**config.mk**
```make
export PLATFORM = sky130hd
export DESIGN_NAME = modmul_pipe_k
export DESIGN_NICKNAME = d
export VERILOG_FILES = /design/src/rtl/modmul_pipe_k.sv
export SDC_FILE = /design/constraint.sdc
export NUM_CORES = 1
export LEC_CHECK = 0
export CAP_MARGIN = 20
export CORE_ASPECT_RATIO = 0.75
export CORE_MARGIN = 10
export CORE_UTILIZATION = 30
export CTS_CLUSTER_SIZE = 20
export DETAILED_ROUTE_END_ITERATION = 8
export GPL_TIMING_DRIVEN = 0
export HOLD_SLACK_MARGIN = 0.06
export PLACE_DENSITY = 0.43
export SKIP_CTS_REPAIR_TIMING = 1
export SLEW_MARGIN = 15
export SYNTH_ARGS = -nofsm -noshare
export SYNTH_HDL_FRONTEND = slang
export SYNTH_SLANG_ARGS = --single-unit
```
**constraint.sdc**
```tcl
create_clock -name clk_i -period 13.1 [get_ports clk_i]
set_clock_uncertainty 0.15 [all_clocks]
set_input_delay 2.62 -clock clk_i [delete_from_list [all_inputs] [get_ports clk_i]]
set_output_delay 2.62 -clock clk_i [all_outputs]
set_load 0.005 [all_outputs]
```
**src/rtl/modmul_pipe_k.sv**
```systemverilog
// modmul_pipe_k: 3-stage pipelined modular multiplier, result = (a*b) mod 3329.
// S1 registers the operands, S2 the full 24-bit product, S3 the Barrett-reduced
// residue. A single stall (output valid but not taken) freezes the whole pipe.
module modmul_pipe_k #(
    parameter int CNT_W = 16
) (
    input  logic             clk_i,
    input  logic             rst_ni,
    input  logic [11:0]      a_i,
    input  logic [11:0]      b_i,
    input  logic             in_valid_i,
    output logic             in_ready_o,
    output logic [11:0]      result_o,
    output logic             out_valid_o,
    input  logic             out_ready_i,
    output logic             err_o,
    output logic [CNT_W-1:0] cnt_o
);
    localparam logic [12:0] MODQ   = 13'd3329;
    localparam logic [35:0] BARR_M = 36'd5039;  // floor(2^24 / 3329)

    // Stage registers
    logic        s1_vld_q, s2_vld_q, s3_vld_q;
    logic [11:0] s1_a_q, s1_b_q;
    logic [23:0] s2_p_q;
    logic [11:0] s3_r_q;
    logic        err_q;
    logic [CNT_W-1:0] cnt_q;

    // Handshake
    logic stall, accept, xfer;
    assign stall       = s3_vld_q & ~out_ready_i;
    assign in_ready_o  = ~stall;
    assign accept      = in_valid_i & ~stall;
    assign xfer        = s3_vld_q & out_ready_i;

    assign result_o    = s3_r_q;
    assign out_valid_o = s3_vld_q;
    assign err_o       = err_q;
    assign cnt_o       = cnt_q;

    // Next-state values for the datapath
    logic [23:0] p_d;
    logic [35:0] qm;
    logic [11:0] q_est;
    logic [23:0] qq;
    logic [12:0] r_raw;
    logic [11:0] r_d;

    // Full-width product of the S1 operands
    always_comb begin
        p_d = {12'b0, s1_a_q} * {12'b0, s1_b_q};
    end

    // Barrett reduction of the S2 product with a single conditional correction;
    // for out-of-range operands the estimate may be off, which is acceptable.
    always_comb begin
        qm    = {12'b0, s2_p_q} * BARR_M;
        q_est = 12'(qm >> 24);
        qq    = {12'b0, q_est} * 24'd3329;
        r_raw = 13'(s2_p_q - qq);
        r_d   = (r_raw >= MODQ) ? 12'(r_raw - MODQ) : r_raw[11:0];
    end

    // Pipeline advance: all stages move together unless the output is stalled
    always_ff @(posedge clk_i or negedge rst_ni) begin
        if (!rst_ni) begin
            s1_vld_q <= 1'b0;
            s2_vld_q <= 1'b0;
            s3_vld_q <= 1'b0;
            s1_a_q   <= '0;
            s1_b_q   <= '0;
            s2_p_q   <= '0;
            s3_r_q   <= '0;
        end else if (!stall) begin
            s1_vld_q <= in_valid_i;
            s2_vld_q <= s1_vld_q;
            s3_vld_q <= s2_vld_q;
            if (accept) begin
                s1_a_q <= a_i;
                s1_b_q <= b_i;
            end
            if (s1_vld_q) s2_p_q <= p_d;
            if (s2_vld_q) s3_r_q <= r_d;
        end
    end

    // Sticky error on any accepted out-of-range operand
    always_ff @(posedge clk_i or negedge rst_ni) begin
        if (!rst_ni)
            err_q <= 1'b0;
        else if (accept && ({1'b0, a_i} >= MODQ || {1'b0, b_i} >= MODQ))
            err_q <= 1'b1;
    end

    // Completed output transfer counter, wraps naturally
    always_ff @(posedge clk_i or negedge rst_ni) begin
        if (!rst_ni)
            cnt_q <= '0;
        else if (xfer)
            cnt_q <= cnt_q + 1'b1;
    end
endmodule

```
Yosys cells after proc, flatten, opt, wreduce, memory -nomap -nowiden --
Cells that the tools add are included.
Storage, ports and cells: flip-flop bits (word level) 80, input bits 28, logic and storage cells 29
Operators by class: add/subtract/negate cells 3, $mul 3, reductions and logical operators 5, $lt $le $gt $ge 3, mux-type cells 1, bitwise operators 5
Operator list (count):
- 24-bit by 13-bit multiplier with 36-bit output (second input constant) | 1
- 12-bit >= comparator (second input constant) | 2
- 12-bit by 12-bit multiplier with 24-bit output | 1
- 16-bit by 1-bit adder with 16-bit output (second input constant) | 1
- 13-bit by 12-bit >= comparator with 1-bit output (second input constant) | 1
- 12-bit by 12-bit multiplier with 13-bit output (second input constant) | 1
- 13-bit subtractor | 1
- 12-bit two-way mux | 1
- 12-bit subtractor (second input constant) | 1
- 2-bit AND reduction | 3
- 1-bit bitwise AND | 3
- 1-bit NOT | 2
- 1-bit logical AND | 1
- 1-bit logical OR | 1

Longest topological paths before layout --
Gate-level depths: netlist of run 1.
depth in word-level cells 5, mapped depth 39

Least setup slack after synthesis of run 1 --
OpenSTA, ideal clock, no wires.
path kind reg2reg, start register s2_p_q[9], end register s3_r_q[1], in the netlist result_o[1], slack 3.840 ns, stages on the path, launching flop included 37, data arrival time 8.984 ns, buffers on the path 2, cells stage by stage dfrtp_1 > fa_1 > fa_1 > fa_1 > fa_1 > inv_1 > fa_1 > inv_1 > ha_1 > a211oi_1 > nand2_1 > a41oi_1 > nor2_1 > a21o_1 > nand3_1 > a21oi_1 > o31a_1 > clkbuf_1 > xnor2_1 > ha_1 > o21ba_2 > fa_1 > inv_1 > fa_1 > xor2_1 > ha_1 > o21a_1 > o21a_1 > or2_1 > xor2_1 > or4_4 > or3b_1 > o21ai_2 > a211o_1 > buf_4 > a21oi_1 > a221o_1
On the way: longest elaborated chain between the ends 5, elaborated cells on any way between the ends 6
RTL lines:
- start: declaration | line 25 | logic [23:0] s2_p_q;
- start signal: assignment | line 83 | if (s1_vld_q) s2_p_q <= p_d;
- 24-bit by 13-bit multiplier with 36-bit output | line 58 | qm = {12'b0, s2_p_q} * BARR_M;
- 12-bit by 12-bit multiplier with 13-bit output | line 60 | qq = {12'b0, q_est} * 24'd3329;
- 13-bit subtractor (*) | line 61 | r_raw = 13'(s2_p_q - qq);
- 12-bit subtractor or 13-bit by 12-bit >= comparator with 1-bit output (tied branches) | line 62 | r_d = (r_raw >= MODQ) ? 12'(r_raw - MODQ) : r_raw[11:0];
- 12-bit two-way mux (*) | line 62
- end signal: assignment | line 84 | if (s2_vld_q) s3_r_q <= r_d;
- end: declaration | line 26 | logic [11:0] s3_r_q;
Every way passes the cells marked *; elsewhere a longest branch is shown, timed or not. A chain may end at the register's enable or synchronous reset.

Worst setup path in the final report of run 1 --
start register s2_p_q[18], end register s3_r_q[1], in the netlist result_o[1]
On the way: longest elaborated chain between the ends 5, elaborated cells on any way between the ends 6
RTL lines (line):
- 24-bit by 13-bit multiplier with 36-bit output (*) | 58
- 12-bit by 12-bit multiplier with 13-bit output (*) | 60
- 13-bit subtractor (*) | 61
- 12-bit subtractor or 13-bit by 12-bit >= comparator with 1-bit output (tied branches) | 62
- 12-bit two-way mux (*) | 62
Marked as above.

==> results of run 1 <==
==> worst reg2reg max path: cells and delay by family, from the launching register on <==
| kind | cells | cell delay, ns |
|---|---|---|
| adders and majority gates | 11 | 4.64 |
| AOI/OAI and AO/OA | 11 | 3.01 |
| xor gates and xnor gates | 4 | 1.03 |
| buffers and inverters | 6 | 0.77 |
| DFF | 1 | 0.62 |
| and+or+nand+nor | 2 | 0.33 |
==> cell families (layout without fill, tap and decap cells) <==
group	Yosys count	count (layout)	share of synthesized area, %
fa+ha+maj	450	450	51.2
mux	26	26	2.03
buf+inv	350	425	9.23
compound gates	163	163	7.44
xor+xnor	67	67	4.28
flops	80	80	13.9
simple gates	363	363	12.0
==> path summary, 6_finish.rpt <==
| check | startpoint | to | slack [ns] | depth (start not counted) |
|---|---|---|---|---|
| worst max-delay path | s2_p_q[18] | result_o[1] | 2.42 | 34 |
| worst min-delay path | err_o | err_o | 0.32 | 1 |
| worst max register to register | s2_p_q[18] | result_o[1] | 2.42 | 34 |
| worst min register to register | err_o | err_o | 0.32 | 1 |
| max in group asynchronous | rst_ni | s1_b_q[11] | 10.02 | 2 |
| min in group asynchronous | rst_ni | result_o[5] | 2.13 | 1 |
==> cell usage in the layout (no fill, tap or decap), types with 3 or more instances in the layout <==
cell type / Yosys / final
or4_1: 4 / 4
o2111ai_1: 3 / 3
a21o_1: 9 / 9
a22oi_1: 3 / 3
a41oi_1: 5 / 5
inv_1: 306 / 306
nand3_1: 30 / 30
buf_4: 2 / 3
nand4_1: 11 / 11
nor3_1: 17 / 17
a21oi_1: 38 / 38
a31oi_1: 8 / 8
fa_1: 232 / 232
nor2b_1: 5 / 5
nor2_1: 46 / 46
clkbuf_1: 40 / 40
nor4_1: 9 / 9
clkdlybuf4s50_1: 0 / 57
and3_1: 7 / 7
o21ai_0: 47 / 47
ha_1: 218 / 218
a211oi_1: 6 / 6
mux2_2: 26 / 26
o31ai_1: 3 / 3
and2_1: 65 / 65
nand2_1: 157 / 157
xnor2_1: 39 / 39
xor2_1: 25 / 25
clkbuf_16: 0 / 9
bufinv_16: 0 / 3
o21a_1: 7 / 7
dfrtp_1: 80 / 80
==> stage by stage <==
| step | hold WS, ns | instances | instance area (um^2) | utilization [%] |
|---|---|---|---|---|
| finish | 0.317 | 2213 | 16200 | 34.1 |
| global route | 0.342 | 2213 | 16200 | 34.1 |
| CTS | 0.319 | 2213 | 16200 | 34.1 |
| detailed placement | 0.304 | 2197 | 15800 | 33.3 |
| global placement | 0.300 | 2196 | 15800 | 33.3 |
| floorplan | 0.301 | 1499 | 14400 | - |
==> flip-flops by register name, summed over array words and instances, names as in the netlist, 12 cells and up <==
register / count
s2_p_q: 24
result_o: 12
s1_b_q: 12
s1_a_q: 12
cnt_o: 16
==> metal layers <==
layer	global-route usage (%)	part of all wire, %	wire [um]	vias to the layer above
li1	-	-	-	4925
met3	2.00	3.0	1060	12
met1	21.4	58	20500	5081
met4	1.75	0.59	209	0
met5	0	0	0	-
met2	17.1	39	13800	90
==> area by class of cell <==
class                   instances  area share, %
well taps                     639           4.95
inverters                     306           7.10
clock buffers                   9           1.39
multi-input cells            1069           68.5
flip-flops and latches         80           12.4
clock inverters                 7          0.836
plain buffers                  44           1.12
repair buffers                 59           3.70
==> results_dict.tcl, run 1 <==
set metrics [dict create \
    outcome "finished, final reports clean" \
    maxCapViolations 0 \
    synth_top_cell_area_share_pct 32.2 \
    crit_required_ns 13.21 \
    arrival_ns 10.78 \
    yosysTopAreaCell "fa_1" \
    crit_slowest_cell "dfrtp_1" \
    n_antenna_cell 0 \
    clkTransAtPathRegs_ns 0.07 \
    final-setup-viol-count 0 \
    viasPerCell 4.57 \
    netlist_top_cells_count "inv_1 (306), fa_1 (232), ha_1 (218)" \
    path_class "reg -> reg" \
    fin_ws_ns 2.42 \
    grt_start_max_net_pins 49 \
    ios 59 \
    synth_most_common_cell "inv_1" \
    cp_slowest_stage_delay_ns 0.62 \
    rows 69 \
    clockBufferDepth 2 \
    yosys_warnings 0 \
    path_max_fanout 10 \
    max_slew.worst_pin.slew_ns 0.837 \
    netlist_instances 1499 \
    area_growth_pct 12.2 \
    routed_wl_mm 35.6 \
    start_util_pct 30.4 \
    detailroute.via_count 10100 \
    post-route-min-period_ns 10.68 \
    synth_edf_count 0 \
    ys_top_cells_by_area "fa_1 (32%), ha_1 (19%), dfrtp_1 (14%)" \
    regArea_mm2 0.00200 \
    wire_per_inst_um 16.1 \
    hold_viol_final 0 \
    cts_tree "yes" \
    slew_violations 0 \
    fin_setup_tns_ns 0 \
    cp_top_family "adder cells" \
    portBuffers 58 \
    drive_above_1_share_pct 3.88 \
    netlist_area_mm2 0.0144 \
    syn_avg_cell_area_um2 9.61 \
    clock-root-buffer "clkbuf_16" \
    cp-start-kind "flop" \
    core_area_mm2 0.0474 \
    slew_headroom_pct 43.7 \
    ys_seq_elements 80 \
    dpl_worst_slack_ns 2.37 \
    final_nets 2047 \
    max_freq_ghz 0.0936 \
    synth-seq-area-share_pct 13.9 \
    fp.dieW_um 273 \
    post-route-period-util_pct 81.5 \
    final_antenna_net_count 0 \
    cpMostUsedCell "fa_1" \
    multi_input_area_mm2 0.0111 \
    post-dp-hpwl_mm 31.2 \
    dr.pass1.iters 4 \
    grt_pass1_wl_mm 58.7 \
    worst-path-buf-inv 6 \
    first_iter_violations 486 \
    rsz0062_at_grt "false" \
    fill_cells 4882 \
    gp_congestion 0.816 \
    ys.flop_type "dfrtp_1" \
    cts_made_buffers 9 \
    track_usage_pct 12.9 \
    grt_pass1_vias 10300 \
    synthDistinctLibCells 69 \
    async_reset_ff_share_pct 100 \
    h-tree-depth 3 \
    dieArea_mm2 0.0573 \
    endpoint_kind "flop" \
    clkLatencyLatePin_ns 0.38 \
    syn-num-nets 1977 \
    hold_class "reg -> reg" \
    drc 0 \
    antenna_found_initial 0 \
    die_h_um 210 \
    cts_sinks 80 \
    grt.overflow.total 0 \
]
Power of run 1 is left out: the tool's default activity adds up to more than one toggle a clock period on the data nets, which glitch-free logic cannot reach.
==> run 2: changes to the inputs <==
Clock period 13.1 ns to 9.9 ns, I/O delays scaled along.
==> run 2 against run 1 <==
Compared with the run above:
- setup slack worse by 2.2 ns
- sequential cell count unchanged
- via count increased by 2.1%
- first-iteration DRC count fell by 12%
- cell area grew 3.8%
- global-route usage is the same
- register-to-register slack lost 2.2 ns
- maximum frequency is 11% higher
- cell count up 1.7%
- non-clock buffer count grew 36
- routed wire length is 1.6% higher
- utilization grew 1.3 points
- critical path type unchanged
- critical endpoint is now result_o[2]
- largest cell class unchanged
==> results_dict.tcl, run 2 (same netlist as run 1, synthesis figures left out) <==
set metrics [dict create \
    track_usage_pct 12.9 \
    maxCapViolations 0 \
    fp.dieW_um 273 \
    crit_required_ns 10.06 \
    viasPerCell 4.59 \
    dpl-instance-area_mm2 0.0158 \
    drive_above_1_share_pct 9.87 \
    cpMostUsedCell "fa_1" \
    max_freq_ghz 0.104 \
    final_cell_mix "inv_1 (303), fa_1 (227), ha_1 (213)" \
    slew_headroom_pct 49.8 \
    portBuffers 58 \
    area_growth_pct 16.5 \
    cp-start-kind "flop" \
    cp_top_family "adder cells" \
    clkLatencyLatePin_ns 0.38 \
    arrival_ns 9.79 \
    grt_pass1_vias 10300 \
    path_class "reg -> reg" \
    crit_slowest_cell "fa_1" \
    h-tree-depth 3 \
    clkTransAtPathRegs_ns 0.07 \
    final_nets 2084 \
    ios 59 \
    post-route-period-util_pct 97.3 \
    cp_slowest_stage_delay_ns 0.58 \
    outcome "finished, final reports clean" \
    fill_cells 4836 \
    routed_wl_mm 36.2 \
    regArea_mm2 0.00202 \
    max_slew.worst_pin.slew_ns 0.747 \
    final_common_cell "inv_1" \
    multi_input_area_mm2 0.0114 \
    post-route-min-period_ns 9.63 \
    cts_made_buffers 9 \
    core_area_mm2 0.0474 \
    gp_congestion 0.816 \
    largest_reg_flops 24 \
    regMostFlops "s2_p_q" \
    n_antenna_cell 0 \
    final_cell_count_no_fill 2250 \
    hold_class "reg -> reg" \
    post-dp-hpwl_mm 31.2 \
    final-setup-viol-count 0 \
    wire_per_inst_um 16.1 \
    hold_ws_ns 0.317 \
    slew_violations 0 \
    grt_start_max_net_pins 49 \
    grt_pass1_wl_mm 58.7 \
    dieArea_mm2 0.0573 \
    clock-root-buffer "clkbuf_16" \
    endpoint_kind "flop" \
    cts_sinks 80 \
    post-route-util_pct 35.4 \
    dr.pass1.iters 5 \
    grt.overflow.total 0 \
    rows 69 \
    die_h_um 210 \
    path_max_fanout 6 \
    hold_viol_final 0 \
    stdcell_area_mm2 0.0168 \
    final_antenna_net_count 0 \
    dpl.cell_count 2197 \
    drc 0 \
    detailroute.via_count 10300 \
    start_util_pct 30.4 \
    worst-path-buf-inv 5 \
    first_iter_violations 429 \
    clockBufferDepth 2 \
    antenna_found_initial 0 \
    cts_tree "yes" \
]
-- run 2: cell count changes in the layout (fill, tap and decap cells not counted), sizes merged --
| cell | delta |
|---|---|
| buf | +36 |
| a211oi | +1 |
-- run 2: worst paths after layout --
path | to | slack [ns] | cells past startpoint | start
hold / removal | err_o | 0.32 | 1 | err_o
setup / recovery | result_o[2] | 0.27 | 36 | s2_p_q[10]
min in group asynchronous | result_o[5] | 1.48 | 1 | rst_ni
setup reg to reg | result_o[2] | 0.27 | 36 | s2_p_q[10]
max in group asynchronous | s1_b_q[11] | 7.46 | 2 | rst_ni
hold reg to reg | err_o | 0.32 | 1 | err_o
-- run 2: routing by layer --
layer | part of all wire [%] | track usage (%)
met5 | 0 | 0
met4 | 0.65 | 1.75
met3 | 3.2 | 2.00
met2 | 39 | 17.1
met1 | 57 | 21.4
-- run 2: cell type report --
type / instances / share of cell area [%]
Clock buffer: 9 / 1.34
Inverter: 306 / 6.86
Sequential cell: 80 / 12.1
Buffer: 43 / 1.14
Clock inverter: 7 / 0.805
Multi-Input combinational cell: 1070 / 67.7
Tap cell: 639 / 4.76
Timing Repair Buffer: 96 / 5.31
-- run 2: metrics by stage --
step | setup TNS (ns) | setup WS (ns)
6_report | 0 | 0.266
3_5_place_dp | -7.82 | -0.833
5_1_grt | -0.108 | -0.0401
4_1_cts | -8.14 | -0.854
2_1_floorplan | 0 | 0.640
3_3_place_gp | -6.51 | -0.725
-- run 2: worst register-to-register path, delay by kind of cell, from the launching register on --
| kind | cells | cell delay, ns |
|---|---|---|
| adders and majority gates | 10 | 4.18 |
| DFF | 1 | 0.46 |
| and+or+nand+nor | 8 | 1.99 |
| AOI/OAI and AO/OA | 10 | 1.84 |
| xor gates and xnor gates | 3 | 0.47 |
| buffers and inverters | 5 | 0.48 |
Power of run 2 is left out for the same reason.
